$ cat src/rtl/param_plic.sv
`default_nettype none
// +----------------------------------------------------------------------+
// | param_plic : priority PLIC, single S-mode context, AXI4-Lite port.    |
// | Define PLIC_EDGE_MODE_EN to add per-source edge triggering. Rev 1.0  |
// +----------------------------------------------------------------------+
module param_plic #(
  parameter int NUM_SOURCES = 31,
  parameter int PRIO_BITS   = 3,
  parameter int ADDR_BITS   = 24
) (
  input  logic                   ACLK,
  input  logic                   ARESET,
  input  logic [NUM_SOURCES-1:0] irq,
  output logic                   s_interrupt,
  input  logic                   AWVALID,
  output logic                   AWREADY,
  input  logic [ADDR_BITS-1:0]   AWADDR,
  input  logic [1:0]             AWPROT,
  input  logic                   WVALID,
  output logic                   WREADY,
  input  logic [31:0]            WDATA,
  input  logic [3:0]             WSTRB,
  output logic                   BVALID,
  input  logic                   BREADY,
  output logic [1:0]             BRESP,
  input  logic                   ARVALID,
  output logic                   ARREADY,
  input  logic [ADDR_BITS-1:0]   ARADDR,
  input  logic [1:0]             ARPROT,
  output logic                   RVALID,
  input  logic                   RREADY,
  output logic [31:0]            RDATA,
  output logic [1:0]             RRESP
);
  localparam int WA = ADDR_BITS - 2;
  localparam logic [63:0]   SRC_MASK = ((64'd1 << NUM_SOURCES) - 64'd1) << 1;
  localparam logic [WA-1:0] A_PEND0 = WA'(32'h400);
  localparam logic [WA-1:0] A_PEND1 = WA'(32'h401);
  localparam logic [WA-1:0] A_EN0   = WA'(32'h800);
  localparam logic [WA-1:0] A_EN1   = WA'(32'h801);
  localparam logic [WA-1:0] A_THR   = WA'(32'h80000);
  localparam logic [WA-1:0] A_CLAIM = WA'(32'h80001);
`ifdef PLIC_EDGE_MODE_EN
  localparam logic [WA-1:0] A_EDGE0 = WA'(32'hC00);
  localparam logic [WA-1:0] A_EDGE1 = WA'(32'hC01);
`endif

  typedef enum logic [1:0] {W_IDLE = 2'd0, W_DATA = 2'd1, W_RESP = 2'd2} wstate_e;
  typedef enum logic {R_IDLE = 1'b0, R_DATA = 1'b1} rstate_e;

  wstate_e              wstate_q, wstate_d;
  rstate_e              rstate_q, rstate_d;
  logic [WA-1:0]        awaddr_q, ar_wa;
  logic [31:0]          rdata_q, rd_val;
  logic [PRIO_BITS-1:0] prio_q [64];
  logic [PRIO_BITS-1:0] thr_q, best_p;
  logic [63:0]          en_q, pend_q, pend_d, act_q, act_d, irq_ext, trig;
  logic [5:0]           best, cpl_id;
  logic                 s_int_q, aw_hs, w_hs, ar_hs, cpl_fire, claim_fire;
`ifdef PLIC_EDGE_MODE_EN
  logic [63:0]          edge_q, shadow_q, shadow_d, irq_prev_q, rise;
`endif
  logic                 unused_ok;

  assign unused_ok   = ^{AWPROT, ARPROT, WSTRB, AWADDR[1:0], ARADDR[1:0]};
  assign ar_wa       = ARADDR[ADDR_BITS-1:2];
  assign aw_hs       = AWVALID && AWREADY;
  assign w_hs        = WVALID && WREADY;
  assign ar_hs       = ARVALID && ARREADY;
  assign BRESP       = 2'b00;
  assign RRESP       = 2'b00;
  assign RDATA       = rdata_q;
  assign s_interrupt = s_int_q;

  always_ff @(posedge ACLK) begin
    if (ARESET) begin
      wstate_q <= W_IDLE;
      rstate_q <= R_IDLE;
    end else begin
      wstate_q <= wstate_d;
      rstate_q <= rstate_d;
    end
  end

  always_comb begin
    wstate_d = wstate_q;
    AWREADY  = 1'b0;
    WREADY   = 1'b0;
    BVALID   = 1'b0;
    unique case (wstate_q)
      W_IDLE: begin
        AWREADY = !ARESET;
        if (AWVALID && !ARESET) wstate_d = W_DATA;
      end
      W_DATA: begin
        WREADY = 1'b1;
        if (WVALID) wstate_d = W_RESP;
      end
      W_RESP: begin
        BVALID = 1'b1;
        if (BREADY) wstate_d = W_IDLE;
      end
      default: wstate_d = W_IDLE;
    endcase
  end

  always_comb begin
    rstate_d = rstate_q;
    ARREADY  = 1'b0;
    RVALID   = 1'b0;
    case (rstate_q)
      R_IDLE: begin
        ARREADY = !ARESET;
        if (ARVALID && !ARESET) rstate_d = R_DATA;
      end
      R_DATA: begin
        RVALID = 1'b1;
        if (RREADY) rstate_d = R_IDLE;
      end
    endcase
  end

  // Strict '>' while scanning upward keeps the lowest ID on a priority tie.
  always_comb begin
    best   = 6'd0;
    best_p = '0;
    for (int i = 1; i <= NUM_SOURCES; i++) begin
      if (pend_q[i] && (prio_q[i] > best_p)) begin
        best   = 6'(i);
        best_p = prio_q[i];
      end
    end
  end

  always_comb begin
    rd_val = 32'd0;
    if (ar_wa <= WA'(NUM_SOURCES)) begin
      rd_val = 32'(prio_q[ar_wa[5:0]]);
    end else begin
      case (ar_wa)
        A_PEND0: rd_val = pend_q[31:0];
        A_PEND1: rd_val = pend_q[63:32];
        A_EN0:   rd_val = en_q[31:0];
        A_EN1:   rd_val = en_q[63:32];
`ifdef PLIC_EDGE_MODE_EN
        A_EDGE0: rd_val = edge_q[31:0];
        A_EDGE1: rd_val = edge_q[63:32];
`endif
        A_THR:   rd_val = 32'(thr_q);
        A_CLAIM: rd_val = 32'(best);
        default: rd_val = 32'd0;
      endcase
    end
  end

  // act_q bit 0 and bits above NUM_SOURCES stay 0, so bad complete IDs fall out here.
  always_comb begin
    irq_ext    = 64'(irq) << 1;
    cpl_id     = WDATA[5:0];
    cpl_fire   = w_hs && (awaddr_q == A_CLAIM) && act_q[cpl_id];
    claim_fire = ar_hs && (ar_wa == A_CLAIM) && (best != 6'd0);
    trig       = irq_ext & en_q & ~act_q;
`ifdef PLIC_EDGE_MODE_EN
    rise       = irq_ext & ~irq_prev_q & en_q & edge_q;
    trig       = (trig & ~edge_q) | (rise & ~pend_q & ~act_q);
    shadow_d   = shadow_q | (rise & (pend_q | act_q));
`endif
    pend_d = pend_q | trig;
    act_d  = act_q;
    if (cpl_fire) begin
      act_d[cpl_id] = 1'b0;
`ifdef PLIC_EDGE_MODE_EN
      if (shadow_d[cpl_id]) begin
        pend_d[cpl_id]   = 1'b1;
        shadow_d[cpl_id] = 1'b0;
      end
`endif
    end
    if (claim_fire) begin
      pend_d[best] = 1'b0;
      act_d[best]  = 1'b1;
    end
  end

  always_ff @(posedge ACLK) begin
    if (ARESET) begin
      for (int i = 0; i < 64; i++) prio_q[i] <= '0;
      en_q     <= '0;
      thr_q    <= '0;
      pend_q   <= '0;
      act_q    <= '0;
      s_int_q  <= 1'b0;
      rdata_q  <= '0;
      awaddr_q <= '0;
`ifdef PLIC_EDGE_MODE_EN
      edge_q     <= '0;
      shadow_q   <= '0;
      irq_prev_q <= '0;
`endif
    end else begin
      pend_q  <= pend_d;
      act_q   <= act_d;
      s_int_q <= (best != 6'd0) && (best_p > thr_q);
`ifdef PLIC_EDGE_MODE_EN
      shadow_q   <= shadow_d;
      irq_prev_q <= irq_ext;
`endif
      if (aw_hs) awaddr_q <= AWADDR[ADDR_BITS-1:2];
      if (ar_hs) rdata_q <= rd_val;
      if (w_hs) begin
        if ((awaddr_q != '0) && (awaddr_q <= WA'(NUM_SOURCES)))
          prio_q[awaddr_q[5:0]] <= WDATA[PRIO_BITS-1:0];
        case (awaddr_q)
          A_EN0:   en_q[31:0]    <= WDATA & SRC_MASK[31:0];
          A_EN1:   en_q[63:32]   <= WDATA & SRC_MASK[63:32];
`ifdef PLIC_EDGE_MODE_EN
          A_EDGE0: edge_q[31:0]  <= WDATA & SRC_MASK[31:0];
          A_EDGE1: edge_q[63:32] <= WDATA & SRC_MASK[63:32];
`endif
          A_THR:   thr_q <= WDATA[PRIO_BITS-1:0];
          default: ;
        endcase
      end
    end
  end
endmodule
`default_nettype wire

$ cat config.mk
export PLATFORM = sky130hd
export DESIGN_NAME = param_plic
export DESIGN_NICKNAME = d
export VERILOG_FILES = /design/src/rtl/param_plic.sv
export SDC_FILE = /design/constraint.sdc
export NUM_CORES = 1
export LEC_CHECK = 0
export CELL_PAD_IN_SITES_DETAIL_PLACEMENT = 0
export CELL_PAD_IN_SITES_GLOBAL_PLACEMENT = 1
export CORE_UTILIZATION = 43
export DETAILED_ROUTE_END_ITERATION = 6
export MAX_ROUTING_LAYER = met4
export PLACE_DENSITY = 0.89
export RECOVER_POWER = 50
export SLEW_MARGIN = 20
export SYNTH_ARGS = -nofsm -noshare
export SYNTH_HDL_FRONTEND = slang
export SYNTH_SLANG_ARGS = --single-unit
$ cat constraint.sdc
create_clock -name ACLK -period 52.7 [get_ports ACLK]
set_clock_uncertainty 0.05 [all_clocks]
set_input_delay 13.175 -clock ACLK [delete_from_list [all_inputs] [get_ports ACLK]]
set_output_delay 13.175 -clock ACLK [all_outputs]
set_load 0.02 [all_outputs]
Yosys cells after proc, flatten, opt, wreduce, memory -nomap -nowiden
Memories as Yosys holds them, arrays and structs flattened.
Cells that the tools add are included.
{"block": "totals", "in_bits": 126, "register_bits": 220, "wordCells": 217, "memories": 1, "output_inout_bits": 42, "ram_bits": 192}
{"block": "op_classes", "mux": 94, "n_eq_ne": 13, "n_reduce_logical": 52, "bitwise_logic": 10, "n_lt_le_gt_ge": 38}
{"memory": "prio_q", "words": 64, "width": 3, "read_ports": 32, "rd_ports_with_merged_regs": 0, "wr": 64, "line_no": "55", "source": "logic [PRIO_BITS-1:0] prio_q [64];"}
{"cell": "$mux 64", "count": 3}
{"cell": "$not 64->64", "count": 3}
{"cell": "$mux 6", "count": 31}
{"cell": "$pmux 32 s5", "count": 1}
{"cell": "$and 64x64->64", "count": 2}
{"cell": "$or 64x64->64", "count": 2}
{"cell": "$mux 3", "count": 32}
{"cell": "$gt 3x3->1", "count": 31}
{"cell": "$eq 22x20->1 const B", "count": 4}
{"cell": "$and 32x64->64", "count": 1}
{"cell": "$eq 22x11->1 const B", "count": 2}
{"cell": "$eq 22x12->1 const B", "count": 2}
{"cell": "$le 22x5->1 const B", "count": 2}
{"cell": "$logic_and 1x1->1", "count": 44}
{"cell": "$and 32x32->32", "count": 1}
{"cell": "$mux 32", "count": 1}
{"cell": "$reduce_bool 22->1", "count": 1}
{"cell": "$mux 1", "count": 18}
{"cell": "$lt 6x7->1 const B", "count": 2}
{"cell": "$demux 1 s6", "count": 2}
{"cell": "$ge 6x1->1 const B", "count": 2}
{"cell": "$bmux 1 s6", "count": 1}
{"cell": "$mux 2", "count": 3}
{"cell": "$ne 2x2->1 const B", "count": 3}
{"cell": "12 further kinds", "count": 13}

Longest topological paths before layout
Gate-level depths: netlist of the first run.
An unclocked memory read counts as a cell.
{"block": "depth", "depth_word": 101, "ltp_mapped": 231, "ltp_nobuf": 228}

Least setup slack after synthesis of the first run
OpenSTA, ideal clock, no wires.
{"block": "synth_path", "path_type": "reg2reg", "start": "register pend_q[1]", "end": "register act_q[8]", "stages_incl_launch_ff": 217, "synth_period_minus_slack_ns": 37.556, "n_path_buf": 3, "slack_ns": 15.144, "setup_time_ns": 0.070, "t_required_ns": 52.580, "arrival_ns": 37.435, "cell_sequence": "dfxtp_1 and2_1 inv_1 ha_1 or2_1 o2111ai_2 nand2_1 o21ai_0 ha_1 or2_2 maj3_1 a2bb2oi_1 mux2i_1 inv_1 ha_1 or2_2 a2111oi_0 a221oi_1 [181 not listed] a22o_1 clkbuf_1 mux2_2 inv_1 ha_1 nand3_1 nand2_1 a21oi_1 mux2i_1 ha_1 nor2b_1 o21ai_0 a21oi_1 or2_2 a211o_4 nor4_4 nand2_1 a21oi_1"}
{"block": "synth_between", "elab_chain_len": 98, "word_cells_on_any_way": 131, "classes_between": "order compare (32); mux (64); bitwise (1); reduce/logical (34)"}
{"item": "from (decl)", "line_no": "57", "source": "logic [63:0] en_q, pend_q, pend_d, act_q, act_d, irq_ext, trig;"}
{"item": "from (signal assigned)", "line_no": "201", "source": "pend_q <= pend_d;"}
{"item": "$logic_and 1x1->1 *", "line_no": "128", "source": "if (pend_q[i] && (prio_q[i] > best_p)) begin"}
{"item": "$mux 3", "line_no": "128"}
{"item": "$gt 3x3->1", "line_no": "128"}
{"item": "$logic_and 1x1->1", "line_no": "128"}
{"item": "$mux 3", "line_no": "128"}
{"item": "$gt 3x3->1", "line_no": "128"}
{"item": "$logic_and 1x1->1", "line_no": "128"}
{"item": "$mux 3", "line_no": "128"}
{"item": "[82 not listed]"}
{"item": "$logic_and 1x1->1", "line_no": "128"}
{"item": "$mux 6 *", "line_no": "128"}
{"item": "$lt 6x7->1 (implied by the code) or $ge 6x1->1 (tied branches)", "line_no": "181", "source": "act_d[best] = 1'b1;"}
{"item": "$logic_and 1x1->1 (implied by the code)", "line_no": "181"}
{"item": "$mux 1 (implied by the code)", "line_no": "181"}
{"item": "$demux 1 s6", "line_no": "181"}
{"item": "$or 64x64->64 (no line)"}
{"item": "$mux 64 *", "line_no": "179", "source": "if (claim_fire) begin"}
{"item": "to (signal assigned)", "line_no": "202", "source": "act_q <= act_d;"}
{"item": "to (decl)", "line_no": "57"}
Every way passes the cells marked *; elsewhere a longest branch is shown, timed or not.
A chain may end at the register's enable or synchronous reset.

Final worst setup path of the first run
{"block": "layout_path", "start": "register pend_q[1]", "end": "register pend_q[18]"}
{"block": "layout_between", "elab_chain_len": 99, "word_cells_on_any_way": 132, "classes_between": "order compare (32); mux (64); bitwise (2); reduce/logical (34)"}
{"item": "$logic_and 1x1->1 *", "line_no": "128"}
{"item": "$mux 3", "line_no": "128"}
{"item": "$gt 3x3->1", "line_no": "128"}
{"item": "$logic_and 1x1->1", "line_no": "128"}
{"item": "$mux 3", "line_no": "128"}
{"item": "$gt 3x3->1", "line_no": "128"}
{"item": "$logic_and 1x1->1", "line_no": "128"}
{"item": "$mux 3", "line_no": "128"}
{"item": "[83 not listed]"}
{"item": "$mux 6 *", "line_no": "128"}
{"item": "$lt 6x7->1 (implied by the code) or $ge 6x1->1 (tied branches)", "line_no": "180", "source": "pend_d[best] = 1'b0;"}
{"item": "$logic_and 1x1->1 (implied by the code)", "line_no": "180"}
{"item": "$mux 1 (implied by the code)", "line_no": "180"}
{"item": "$demux 1 s6", "line_no": "180"}
{"item": "$not 64->64 (no line)"}
{"item": "$and 64x64->64 (no line)"}
{"item": "$mux 64 *", "line_no": "179"}
Marks and branches as above.

==> results of run 1 <==
==> final cells by class <==
class                   count  area share [%]
clock buffers              37            4.22
clock inverters            10           0.664
inverters                  97            1.86
multi-input cells        1456            47.8
flip-flops and latches    284            33.9
well taps                 518            3.31
repair buffers            169            8.24
==> cell families after synthesis <==
kind of cell,synth area share [%]
and+or+nand+nor,21.4
AOI/OAI and AO/OA,23.9
DFF,39.4
buffers and inverters,5.21
muxes,6.86
adders and majority gates,3.25
other,0.0222
==> worst paths after layout <==
kind | start | endpoint | slack [ps] | cells past startpoint
max | pend_q[1] | pend_q[18] | 7920 | 216
min | awaddr_q[15] | awaddr_q[15] | 400 | 2
max reg2reg | pend_q[1] | pend_q[18] | 7920 | 216
min reg2reg | awaddr_q[15] | awaddr_q[15] | 400 | 2
==> flip-flops by register name (all words and copies together), names as in the netlist <==
| register | cells |
|---|---|
| act_q | 64 |
| en_q | 31 |
| prio_q | 96 |
| rstate_q | 1 |
| thr_q | 3 |
| wstate_q | 2 |
| RDATA | 32 |
| pend_q | 32 |
| awaddr_q | 22 |
| s_interrupt | 1 |
==> metal layers <==
layer,vias to the layer above,routed length (um),GRT usage [%]
li1,7416,-,-
met1,7677,22400,35.0
met2,749,26500,44.8
met3,108,4680,3.56
met4,0,1510,9.29
met5,-,0,-
==> power by group through the flow <==
stage | registers, mW | logic (mW) | clock network, mW
finish | 0.238 | 0.0472 | 0.210
global route | 0.239 | 0.0505 | 0.219
CTS | 0.238 | 0.0473 | 0.211
detailed placement | 0.243 | 0.0472 | 0
global placement | 0.243 | 0.0464 | 0
floorplan | 0.242 | 0.0257 | 0
==> worst max-delay path, delay by kind of cell, from the launching register on <==
kind,cells,cell delay (ps)
simple gates,85,14030
compound gates,82,17320
flops,1,450
buf+inv,9,820
fa+ha+maj,35,10130
mux,5,1660
==> cell usage after synthesis (9+ instances only) <==
cell,instances,share of area (%)
sky130_fd_sc_hd__buf_2,10,0.30
sky130_fd_sc_hd__and2_1,30,1.1
sky130_fd_sc_hd__or2_2,10,0.37
sky130_fd_sc_hd__o211ai_1,14,0.62
sky130_fd_sc_hd__edfxtp_1,96,17
sky130_fd_sc_hd__dfxtp_1,188,22
sky130_fd_sc_hd__o211a_1,35,2.1
sky130_fd_sc_hd__a21oi_1,104,3.1
sky130_fd_sc_hd__mux4_2,40,5.3
sky130_fd_sc_hd__nor2_1,187,4.2
sky130_fd_sc_hd__nor3_1,100,3.0
sky130_fd_sc_hd__o21a_1,13,0.58
sky130_fd_sc_hd__ha_1,39,2.9
sky130_fd_sc_hd__clkbuf_1,104,2.3
sky130_fd_sc_hd__nor4_1,13,0.48
sky130_fd_sc_hd__a21o_1,15,0.67
sky130_fd_sc_hd__a221oi_1,34,1.8
sky130_fd_sc_hd__nand3b_1,10,0.44
sky130_fd_sc_hd__o21ai_0,107,3.2
sky130_fd_sc_hd__inv_1,95,2.1
sky130_fd_sc_hd__nand2_1,288,6.4
sky130_fd_sc_hd__and3_1,20,0.74
sky130_fd_sc_hd__nor2b_1,11,0.41
sky130_fd_sc_hd__o31ai_1,23,1.0
sky130_fd_sc_hd__nand4_1,9,0.33
sky130_fd_sc_hd__a31oi_1,56,2.1
sky130_fd_sc_hd__a211oi_1,43,1.9
sky130_fd_sc_hd__o22ai_1,12,0.44
sky130_fd_sc_hd__nand3_1,35,1.0
sky130_fd_sc_hd__mux2i_1,20,1.2
==> stage by stage <==
step                      cells  instance area [um2]
after floorplan            1963                16900
after global placement     2524                18700
after detailed placement   2524                18700
after CTS                  2571                19600
after global routing       2571                19600
final                      2571                19600
==> flow_summary.rst, run 1 <==
.. list-table::
   :header-rows: 1

   * - Metric
     - Value
   * - Unrepaired setup endpoints after global routing
     - no
   * - Fin crit share
     - between 80% and 90%
   * - Worst Setup Path Type
     - flop to flop
   * - Count of nets left with antenna violations after detail routing
     - 0
   * - Routed wire length per instance
     - roughly 21 um
   * - Total Neg Setup Slack
     - 0 ps
   * - Share of synthesized registers carrying an async set or reset
     - 0%
   * - Pre-CTS setup slack
     - about 8800 ps
   * - Data arrival, critical path
     - 44,990 ps
   * - Run status
     - finished, violations left
   * - Count of state elements after synthesis
     - roughly 280
   * - Internal power of the cells
     - approximately 380 uW
   * - Maximum single-stage delay on the critical path
     - 860 ps
   * - Antenna violations before repair
     - 0
   * - Largest buffer count on any clock path
     - 3
   * - Crit path setup slack, layout
     - 7920 ps
   * - Clock transition at the registers of the reported paths
     - ~70 ps
   * - Final design utilization
     - 50.7%
   * - Worst hold slack
     - 402 ps
   * - Clock share of power
     - approximately 42%
   * - Largest net degree at the start of global routing
     - between 70 and 80
   * - Rel. slew slack
     - -143%
   * - Combinational Power Share
     - a little under a tenth
   * - Core area
     - around 39,000 um2
   * - Power density over cell area
     - ~25 nW/um2
   * - Effective utilization at floorplan
     - a little over two fifths
   * - Starting DRT DRC Count
     - approximately 1,500
   * - CTS Hold Bufs
     - 0
   * - First-pass GRT wire length
     - about 85,000 um
   * - Setup crit end kind
     - flop
   * - H-tree depth
     - 1
   * - Routed vias/inst
     - roughly 6.2
   * - Height of the chip
     - around 200 um
   * - Master of the slowest instance on the critical path
     - sky130_fd_sc_hd__and3b_1
   * - Via count of the first global-routing pass
     - around 15,000
   * - Required arrival time at the worst endpoint
     - between 50,000 and 60,000 ps
   * - Cells after Synth
     - about 2,000
   * - Worst path most repeated cell
     - sky130_fd_sc_hd__nor2_1
   * - Final Wtd Congestion
     - 0.913
   * - Global-route congestion overflow total
     - 0
   * - Worst-path fanout max
     - 16
   * - Top-level port count
     - 168
   * - Highest-count cells in the layout ignoring fill and taps
     - 288 x sky130_fd_sc_hd__nand2_1, 188 x sky130_fd_sc_hd__dfxtp_1, 187 x sky130_fd_sc_hd__nor2_1
   * - Element type at the critical path start
     - flop
   * - Remaining routing DRC violations
     - 0
   * - Number of enable-type register cells in the synthesized netlist
     - 96
   * - Die outline width
     - between 200 and 250 um
   * - Time the final worst path needs with I/O delays and setup
     - roughly 45,000 ps
   * - Placed wire-length estimate after detailed placement
     - a little over 40,000 um
   * - Max-slew violation count
     - 320
   * - Post-CTS resize count
     - 0
   * - Root cell of the clock tree
     - sky130_fd_sc_hd__clkbuf_16
   * - Fmax
     - between 20 and 25 MHz
   * - Diode insertion count for antenna repair
     - 0
   * - Combined flip-flop and latch cell area
     - approximately 6600 um2
   * - Clock tree from TritonCTS
     - done
   * - Synthesized cell area
     - ~17,000 um2
   * - Number of endpoints with negative hold slack in the final report
     - 0
   * - Max capacitance violation total
     - 6
   * - Number of rows created at floorplan
     - 72
   * - Area enclosed by the die boundary
     - 40,100 um2
   * - Static Leakage
     - 7.45 nW
   * - Post-synthesis average cell area
     - between 8 and 9 um2
   * - Library cells used by synthesis
     - roughly 100
   * - Proportion of synthesized chip area in sequential cells
     - between 30% and 40%
   * - Violated checks
     - capacitance limit, slew limit
   * - Latest clock arrival within the worst-skew pair
     - roughly 540 ps
   * - Type of the tightest min-delay check
     - flop to flop
   * - Total number of vias
     - 16,000
   * - Port Buffers
     - between 150 and 200
   * - # fillers
     - between 3,000 and 4,000
   * - Commonest non-fill, non-tap cell in the layout
     - sky130_fd_sc_hd__nand2_1
   * - Buffer count from post-CTS setup fixing
     - 0
   * - Total routed wirelength
     - about 55,000 um
   * - Share of layout cells above drive strength 1
     - under 10%
   * - Count of TritonRoute iterations in the first routing pass
     - 6
   * - Total area of multi-input combinational cells
     - 9380 um2
   * - Worst VDD drop
     - about 26 uV
   * - Total track usage
     - 27.4%
   * - Synthesis warning total
     - 0
   * - Endpoints failing setup
     - 0
   * - Area grow syn2layout
     - 16.2%
   * - Prevailing post-synth register cell
     - sky130_fd_sc_hd__dfxtp_1
   * - Total number of nets in the final design
     - ~2,200
   * - Sequential share of power
     - 48.1%
   * - Switching portion of total power
     - roughly a quarter
   * - Number of CTS-inserted buffers
     - 27
   * - Overall power after layout
     - roughly 500 uW
   * - Clock Sinks
     - roughly 280
   * - Least-Margin Pin Slew
     - 3640 ps
   * - Net switching component of the power
     - approximately 120 uW
(Power assumes the default switching activity.)
==> inputs of run 2 (changes only) <==
==> constraint.sdc (replaced) <==
create_clock -name ACLK -period 44.7 [get_ports ACLK]
set_clock_uncertainty 0.05 [all_clocks]
set_input_delay 11.175 -clock ACLK [delete_from_list [all_inputs] [get_ports ACLK]]
set_output_delay 11.175 -clock ACLK [all_outputs]
set_load 0.02 [all_outputs]
==> flow_summary.rst, run 2 (synthesis results as in run 1) <==
.. list-table::
   :header-rows: 1

   * - Metric
     - Value
   * - Clock Sinks
     - 284
   * - Internal power of the cells
     - 432 uW
   * - Pre-CTS setup slack
     - 903 ps
   * - Routed vias/inst
     - 6.22
   * - Port Buffers
     - roughly 150
   * - Hold wc startpoint
     - awaddr_q[18]
   * - Top-level port count
     - 168
   * - Count of nets left with antenna violations after detail routing
     - 0
   * - Most flop-heavy register
     - prio_q
   * - CTS Hold Bufs
     - 0
   * - Least-Margin Pin Slew
     - between 1500 and 2000 ps
   * - Static Leakage
     - between 7 and 8 nW
   * - Element type at the critical path start
     - flop
   * - FF-to-FF path depth
     - between 200 and 250
   * - Worst path most repeated cell
     - sky130_fd_sc_hd__nor2_1
   * - Number of CTS-inserted buffers
     - 28
   * - Height of the chip
     - between 200 and 250 um
   * - Area enclosed by the die boundary
     - approximately 40,000 um2
   * - Fin crit share
     - 93.7%
   * - Net switching component of the power
     - 143 uW
   * - Sequential share of power
     - between 40 and 50%
   * - Cell count of the worst hold path
     - 2
   * - Total number of vias
     - 16,100
   * - Worst-path fanout max
     - 14
   * - Max capacitance violation total
     - 2
   * - Endpoints failing setup
     - 0
   * - Biggest regs
     - prio_q x96, act_q x64
   * - Remaining routing DRC violations
     - 0
   * - Root cell of the clock tree
     - sky130_fd_sc_hd__clkbuf_16
   * - Clock share of power
     - slightly above 40%
   * - Type of the tightest min-delay check
     - flop to flop
   * - Clock tree from TritonCTS
     - done
   * - Final Wtd Congestion
     - around 0.92
   * - Crit path setup slack, layout
     - 2830 ps
   * - Core area
     - 38,600 um2
   * - Number of rows created at floorplan
     - roughly 70
   * - Global-route congestion overflow total
     - 0
   * - Total number of nets in the final design
     - between 2,000 and 2,500
   * - Area grow syn2layout
     - 17.6%
   * - Setup crit end kind
     - flop
   * - Total routed wirelength
     - 55,500 um
   * - Time the final worst path needs with I/O delays and setup
     - between 40,000 and 50,000 ps
   * - H-tree depth
     - 1
   * - Final design utilization
     - approximately half
   * - Die outline width
     - around 200 um
   * - Number of endpoints with negative hold slack in the final report
     - 0
   * - Starting DRT DRC Count
     - 1,594
   * - Via count of the first global-routing pass
     - approximately 15,000
   * - Switching portion of total power
     - roughly a quarter
   * - # fillers
     - roughly 3,600
   * - Worst VDD drop
     - ~30 uV
   * - Data arrival, critical path
     - approximately 42,000 ps
   * - Total track usage
     - 27.7%
   * - Launching point of the worst reg2reg path
     - pend_q[1]
   * - Worst Setup Path Type
     - flop to flop
   * - Master of the slowest instance on the critical path
     - sky130_fd_sc_hd__or4b_1
   * - Antenna violations before repair
     - 0
   * - Share of layout cells above drive strength 1
     - under 10%
   * - Effective utilization at floorplan
     - a little over two fifths
   * - Placed wire-length estimate after detailed placement
     - just over 40,000 um
   * - Routed wire length per instance
     - ~21 um
   * - Worst setup path startpoint
     - pend_q[1]
   * - Flip-flop count of the largest register after layout
     - between 90 and 100
   * - Maximum single-stage delay on the critical path
     - about 600 ps
   * - Commonest non-fill, non-tap cell in the layout
     - sky130_fd_sc_hd__nand2_1
   * - Latest clock arrival within the worst-skew pair
     - roughly 560 ps
   * - Rel. slew slack
     - -4.41%
   * - Worst hold slack
     - ~400 ps
   * - Diode insertion count for antenna repair
     - 0
   * - Violated checks
     - capacitance limit, slew limit
   * - Fmax
     - ~24 MHz
   * - Highest-count cells in the layout ignoring fill and taps
     - 287 x sky130_fd_sc_hd__nand2_1, 188 x sky130_fd_sc_hd__dfxtp_1, 184 x sky130_fd_sc_hd__nor2_1
   * - Combinational Power Share
     - about a tenth
   * - Run status
     - finished, violations left
   * - Power density over cell area
     - about 29 nW/um2
   * - Largest net degree at the start of global routing
     - 74
   * - Largest buffer count on any clock path
     - 3
   * - Count of TritonRoute iterations in the first routing pass
     - 5
   * - Clock transition at the registers of the reported paths
     - about 60 ps
   * - Required arrival time at the worst endpoint
     - around 45,000 ps
   * - Max-slew violation count
     - ~80
   * - First-pass GRT wire length
     - around 86,000 um
## run 2: layout make-up
type / instances / area, um2 / area share, %
clock inverter: 14 / 105 / 0.529
tap: 518 / 648 / 3.26
multi-input combinational: 1456 / 9580 / 48.3
inverter: 97 / 364 / 1.83
clock buffer: 37 / 816 / 4.11
sequential: 284 / 6650 / 33.5
timing repair buffer: 178 / 1700 / 8.54
## run 2: through the flow
| step | instance area, um2 | TNS, ps | instances | power [mW] |
|---|---|---|---|---|
| 2_1_floorplan | 16900 | 0 | 1963 | 0.315 |
| 5_1_grt | 19900 | -2420 | 2584 | 0.590 |
| 6_report | 19900 | 0 | 2584 | 0.575 |
| 3_3_place_gp | 18700 | 0 | 2524 | 0.341 |
| 3_5_place_dp | 18700 | 0 | 2524 | 0.342 |
| 4_1_cts | 19600 | 0 | 2575 | 0.576 |
## run 2: what timing repair did
action,4_1_cts,5_1_grt
endpoints found under the setup margin,0,68
resized for setup,0,41
setup buffers,0,9
## run 2: power groups by stage
stage	sequential, mW	combinational, mW	clock, mW
after floorplan	0.285	0.0303	0
after global placement	0.286	0.0547	0
after detailed placement	0.287	0.0555	0
after CTS	0.281	0.0559	0.239
after global routing	0.282	0.0600	0.248
final	0.281	0.0560	0.238
## run 2: critical path: cells and delay by family, from the launching register on
family	cells	cell delay, ps
AO/OA/AOI/OAI	82	15070
AND/OR/NAND/NOR	84	13520
adder cells (fa/ha/maj)	35	9990
multiplexers	6	1670
buffers and inverters	10	1000
flip-flops	1	450
## run 2: final timing paths
kind	slack, ps	endpoint
setup / recovery	2830	act_q[8]
hold / removal	410	awaddr_q[18]
setup reg to reg	2830	act_q[8]
hold reg to reg	410	awaddr_q[18]
## run 2: metal layers
layer / wire length (um) / global-route usage (%) / up-vias
met2: 26500 / 45.1 / 776
met4: 1800 / 9.95 / 0
met3: 4310 / 3.22 / 131
met1: 22800 / 35.5 / 7722
li1: - / - / 7446
met5: 0 / - / -
